**config.mk**
```make
export PLATFORM = sky130hd
export DESIGN_NAME = bpf_cal_ctrl
export DESIGN_NICKNAME = d
export VERILOG_FILES = /design/src/rtl/bpf_cal_ctrl.sv
export SDC_FILE = /design/constraint.sdc
export NUM_CORES = 1
export LEC_CHECK = 0
export CAP_MARGIN = 5
export CORE_MARGIN = 1
export CORE_UTILIZATION = 55
export CTS_CLUSTER_SIZE = 10
export DETAILED_ROUTE_END_ITERATION = 10
export GPL_TIMING_DRIVEN = 0
export PLACE_DENSITY = 0.87
export SLEW_MARGIN = 10
export SYNTH_ARGS = -nofsm -noshare
export SYNTH_HDL_FRONTEND = slang
export SYNTH_SLANG_ARGS = --single-unit
```
**constraint.sdc**
```tcl
create_clock -name i_clk -period 3.1 [get_ports i_clk]
set_input_delay 0.62 -clock i_clk [delete_from_list [all_inputs] [get_ports i_clk]]
set_output_delay 0.62 -clock i_clk [all_outputs]
set_load 0.01 [all_outputs]
```
**src/rtl/bpf_cal_ctrl.sv**
```systemverilog
// bpf_cal_ctrl: band-pass filter power-up / calibration sequencer with timeout and retry
//
// Powers the filter up, waits SETTLE_CYC cycles, then requests calibration.
// It waits up to TIMEOUT_CYC cycles for ready. On a timeout it power-cycles
// the filter for OFF_CYC cycles and retries, at most RETRY_MAX extra times.
// If every attempt times out, the sequencer stops in FAIL.
//
// Optional build macro BPF_LOCK_MON_EN: while LOCKED, a low RDY is treated
// as a lost lock and triggers a power-cycle retry (or FAIL once retries are used up).
//
// Ports:
//   i_clk       system clock, rising edge
//   i_rst_n     asynchronous active-low reset
//   i_start     calibration request (IDLE, LOCKED, FAIL)
//   i_abort     forces power-down and return to IDLE; overrides i_start
//   i_rdy_bpf   filter ready, synchronous to i_clk
//   o_pu_bpf    filter power-up
//   o_cal_bpf   filter calibrate request
//   o_busy      high in PWRUP, CAL and OFF
//   o_done      high in LOCKED
//   o_err       high in FAIL
//   o_retries   attempts consumed so far
module bpf_cal_ctrl #(
    parameter int SETTLE_CYC  = 16,
    parameter int TIMEOUT_CYC = 2048,
    parameter int OFF_CYC     = 8,
    parameter int RETRY_MAX   = 2,
    parameter int CNT_W       = 12
) (
    input  logic       i_clk,
    input  logic       i_rst_n,
    input  logic       i_start,
    input  logic       i_abort,
    input  logic       i_rdy_bpf,
    output logic       o_pu_bpf,
    output logic       o_cal_bpf,
    output logic       o_busy,
    output logic       o_done,
    output logic       o_err,
    output logic [1:0] o_retries
);
    typedef enum logic [2:0] {S_IDLE, S_PWRUP, S_CAL, S_OFF, S_LOCKED, S_FAIL} state_t;

    // The counter holds the number of edges already spent in the state.
    // A state that lasts N cycles is therefore left when the counter reads N-1.
    localparam logic [CNT_W-1:0] L_SET  = CNT_W'(SETTLE_CYC - 1);
    localparam logic [CNT_W-1:0] L_TO   = CNT_W'(TIMEOUT_CYC - 1);
    localparam logic [CNT_W-1:0] L_OFF  = CNT_W'(OFF_CYC - 1);
    localparam logic [1:0]       L_RMAX = 2'(RETRY_MAX);

    state_t           r_state, w_state_nx;
    logic [CNT_W-1:0] r_cnt, w_cnt_nx;
    logic [1:0]       r_retries, w_retries_nx;
    logic             r_pu, r_cal, r_busy, r_done, r_err;

    always_comb begin
        w_state_nx   = r_state;
        w_retries_nx = r_retries;
        case (r_state)
            S_IDLE: begin
                if (i_start) begin
                    w_state_nx   = S_PWRUP;
                    w_retries_nx = '0;
                end
            end
            S_PWRUP: begin
                if (r_cnt == L_SET) w_state_nx = S_CAL;
            end
            S_CAL: begin
                // Ready on the final window edge still counts as a lock.
                if (i_rdy_bpf) begin
                    w_state_nx = S_LOCKED;
                end else if (r_cnt == L_TO) begin
                    if (r_retries < L_RMAX) begin
                        w_state_nx   = S_OFF;
                        w_retries_nx = r_retries + 2'd1;
                    end else begin
                        w_state_nx = S_FAIL;
                    end
                end
            end
            S_OFF: begin
                if (r_cnt == L_OFF) w_state_nx = S_PWRUP;
            end
            S_LOCKED: begin
                // Recalibration goes through OFF, because RDY only clears while PU is low.
                if (i_start) begin
                    w_state_nx   = S_OFF;
                    w_retries_nx = '0;
                end
`ifdef BPF_LOCK_MON_EN
                else if (!i_rdy_bpf) begin
                    if (r_retries == L_RMAX) begin
                        w_state_nx = S_FAIL;
                    end else begin
                        w_state_nx   = S_OFF;
                        w_retries_nx = r_retries + 2'd1;
                    end
                end
`endif
            end
            S_FAIL: begin
                if (i_start) begin
                    w_state_nx   = S_PWRUP;
                    w_retries_nx = '0;
                end
            end
            default: w_state_nx = S_IDLE;
        endcase
        if (i_abort) begin
            w_state_nx   = S_IDLE;
            w_retries_nx = '0;
        end
        w_cnt_nx = (w_state_nx != r_state) ? '0 : (&r_cnt ? r_cnt : r_cnt + 1'b1);
    end

    // Outputs are registered from the next state, so they change on the same edge as the state.
    always_ff @(posedge i_clk or negedge i_rst_n) begin
        if (!i_rst_n) begin
            r_state   <= S_IDLE;
            r_cnt     <= '0;
            r_retries <= '0;
            r_pu      <= 1'b0;
            r_cal     <= 1'b0;
            r_busy    <= 1'b0;
            r_done    <= 1'b0;
            r_err     <= 1'b0;
        end else begin
            r_state   <= w_state_nx;
            r_cnt     <= w_cnt_nx;
            r_retries <= w_retries_nx;
            r_pu      <= (w_state_nx == S_PWRUP) || (w_state_nx == S_CAL) || (w_state_nx == S_LOCKED);
            r_cal     <= (w_state_nx == S_CAL);
            r_busy    <= (w_state_nx == S_PWRUP) || (w_state_nx == S_CAL) || (w_state_nx == S_OFF);
            r_done    <= (w_state_nx == S_LOCKED);
            r_err     <= (w_state_nx == S_FAIL);
        end
    end

    assign o_pu_bpf  = r_pu;
    assign o_cal_bpf = r_cal;
    assign o_busy    = r_busy;
    assign o_done    = r_done;
    assign o_err     = r_err;
    assign o_retries = r_retries;
endmodule

```
==> results.json <==
{
  "cp-end-kind": "flop",
  "drtIter0Drc": 25,
  "syn_to_final_growth_pct": 15.78,
  "boundaryPins": 12,
  "cap_violations": 0,
  "period_share_pct": 82.70,
  "diodes": 0,
  "nets": 153,
  "die_area_um2": 2458,
  "clkSinkCount": 22,
  "grt_setup_unrepaired": "false",
  "worstPathRequired_ps": 3340,
  "synth_cell_types": 43,
  "core_um2": 2042,
  "hold_viol": 0,
  "cp_max_fo": 10,
  "p_total_w": 0.0006218,
  "cts_buffer_depth": 2,
  "antenna_left": 0,
  "crit_arrival_ps": 2800,
  "fmax_mhz": 390.1,
  "worst_pin_slew_ps": 974.3,
  "hold_start": "r_cnt[1]",
  "gp_congestion": 0.8871,
  "drive_above_1_share_pct": 9.589,
  "status": "completed",
  "finalCriticalPeriod_ps": 2564,
  "dpl.hpwl_um": 1959,
  "grt_max_degree": 23,
  "die_w_um": 49.58,
  "r2r_end": "r_cnt[3]",
  "drc": 0,
  "synth_cells": 131,
  "numCtsBuffers": 3,
  "startpoint_type": "flop",
  "r2r_slack_ps": 540,
  "vias": 1075,
  "cts_resized": 0,
  "clk_latency_ps": 310,
  "grt_overflow": 0,
  "antenna_found_initial": 0,
  "synth.net_count": 137,
  "grt_pass1_wl_um": 4636,
  "hold_path_class": "flop to flop",
  "ys_seq_area_share_pct": 44.22,
  "synth-edff-count": 0,
  "grt_usage_pct": 24.77,
  "synth_largest_area_cell": "dfrtp_1",
  "synthArstFlopShare_pct": 100.0,
  "cts_tree": "done",
  "r2r-start": "r_cnt[8]",
  "drt_wl_total_um": 2653,
  "ys_dominant_reg_cell": "dfrtp_1",
  "start_util_pct": 60.97,
  "synthTopCellsByArea": "dfrtp_1, nor2_1, nand4_1",
  "wire_per_inst_um": 15.34,
  "rr_worst_depth": 7,
  "synth_area_um2": 1245,
  "clkSlewWorstSetupHoldPaths_ps": 120,
  "cts.hold.buffers_added": 0,
  "crit_type": "flop to flop",
  "hold_end": "r_cnt[1]",
  "p_leak_nw": 0.6459,
  "ys_ff_latch": 22,
  "fin_tns_setup_ps": 0,
  "slew_viol_final": 0,
  "syn_avg_cell_area_um2": 9.503,
  "fill_cells": 166,
  "port_buffers": 11,
  "ir_drop_v": 0.0003856,
  "final_util_pct": 70.59,
  "final_cell_mix": "dfrtp_1, nor2_1, clkdlybuf4s50_1",
  "root_buffer": "clkbuf_4",
  "yosysTopAreaCellShare_pct": 44.22,
  "slew_headroom_pct": 34.84,
  "cts_max_level": 1,
  "row_count": 16,
  "power_density_nw_per_um2": 431.4,
  "hold_path_depth": 2,
  "multi_input_area_um2": 648.1,
  "grt_pass1_vias": 1063,
  "post_cts_buffers": 0,
  "die_h_um": 49.58,
  "skew_ps": 5.832,
  "seqCellArea_um2": 550.5,
  "synth_warnings": 0,
  "avgViaCountPerCell": 6.214,
  "final-setup-viol-count": 0,
  "dr.pass1.iters": 4,
  "final_common_cell": "dfrtp_1"
}
-- layout make-up --
class                           instances  share of cell area, %
Clock inverter                          1                  2.083
Sequential cell                        22                  38.19
Multi-Input combinational cell         99                  44.97
Timing Repair Buffer                   11                  7.639
Tap cell                               27                  2.344
Inverter                                5                  1.302
Buffer                                  5                  1.910
Clock buffer                            3                  1.563
-- Yosys cell counts (4+ instances only) --
cell,number
and3_1,5
nor2_1,21
o21ai_0,4
dfrtp_1,22
inv_1,5
a21oi_1,6
nand4_1,6
xor2_1,4
nor3_1,5
-- per-layer routing --
layer,wire length (um),track usage (%)
met1,1159,30.12
met4,40,8.095
met3,86,2.778
met5,0,0
met2,1366,45.05
-- worst max path at each step --
| stage | startpoint | to | depth (start not counted) | slack, ps |
|---|---|---|---|---|
| final | r_cnt[8] | r_cnt[3] | 7 | 540 |
| after global routing | r_cnt[1] | r_cnt[9] | 7 | 290 |
| after CTS | r_cnt[0] | r_cnt[7] | 7 | 550 |
| after detailed placement | i_start | r_cnt[3] | 8 | 260 |
| after global placement | i_start | r_cnt[3] | 8 | 300 |
| after floorplan | r_cnt[9] | r_cnt[3] | 7 | 880 |
-- critical path, cell delays in order, from the launching register on --
cell	delay (ps)
dfrtp_1	470
or4_4	570
nor4_1	460
a211o_1	220
a21oi_2	100
a211o_1	360
buf_6	160
nor3_2	150
-- power breakdown --
group / switching (W) / internal (W) / leakage (nW)
Sequential: 0.0000216 / 0.000305 / 0.299
Clock: 0.0000863 / 0.000131 / 0.0279
Combinational: 0.0000430 / 0.0000348 / 0.319
Total: 0.000151 / 0.000471 / 0.646
-- kinds of logic after synthesis --
family / Yosys count / share of synthesized area [%]
buffers and inverters: 10 / 3.718
adders and majority gates: 1 / 1.005
xor gates and xnor gates: 7 / 4.925
and+or+nand+nor: 65 / 30.25
AOI/OAI and AO/OA: 24 / 14.27
DFF: 22 / 44.22
muxes: 2 / 1.608
-- state kept, by name, indices dropped and copies added (netlist names) --
name and count:
o_busy 1, o_err 1, o_done 1, r_state 3
o_retries 2, r_cnt 12, o_cal_bpf 1, o_pu_bpf 1
-- stage by stage --
step / hold WS [ps] / instances / setup WS, ps / cell area, um^2
2_1_floorplan: 324.4 / 131 / 881.8 / 1245
3_3_place_gp: 555.3 / 169 / 303.1 / 1389
3_5_place_dp: 582.1 / 169 / 258.2 / 1389
4_1_cts: 610.7 / 173 / 547.3 / 1441
5_1_grt: 651.7 / 173 / 289.3 / 1441
6_report: 600.6 / 173 / 536.3 / 1441
Power figures use the tool's default switching activity.
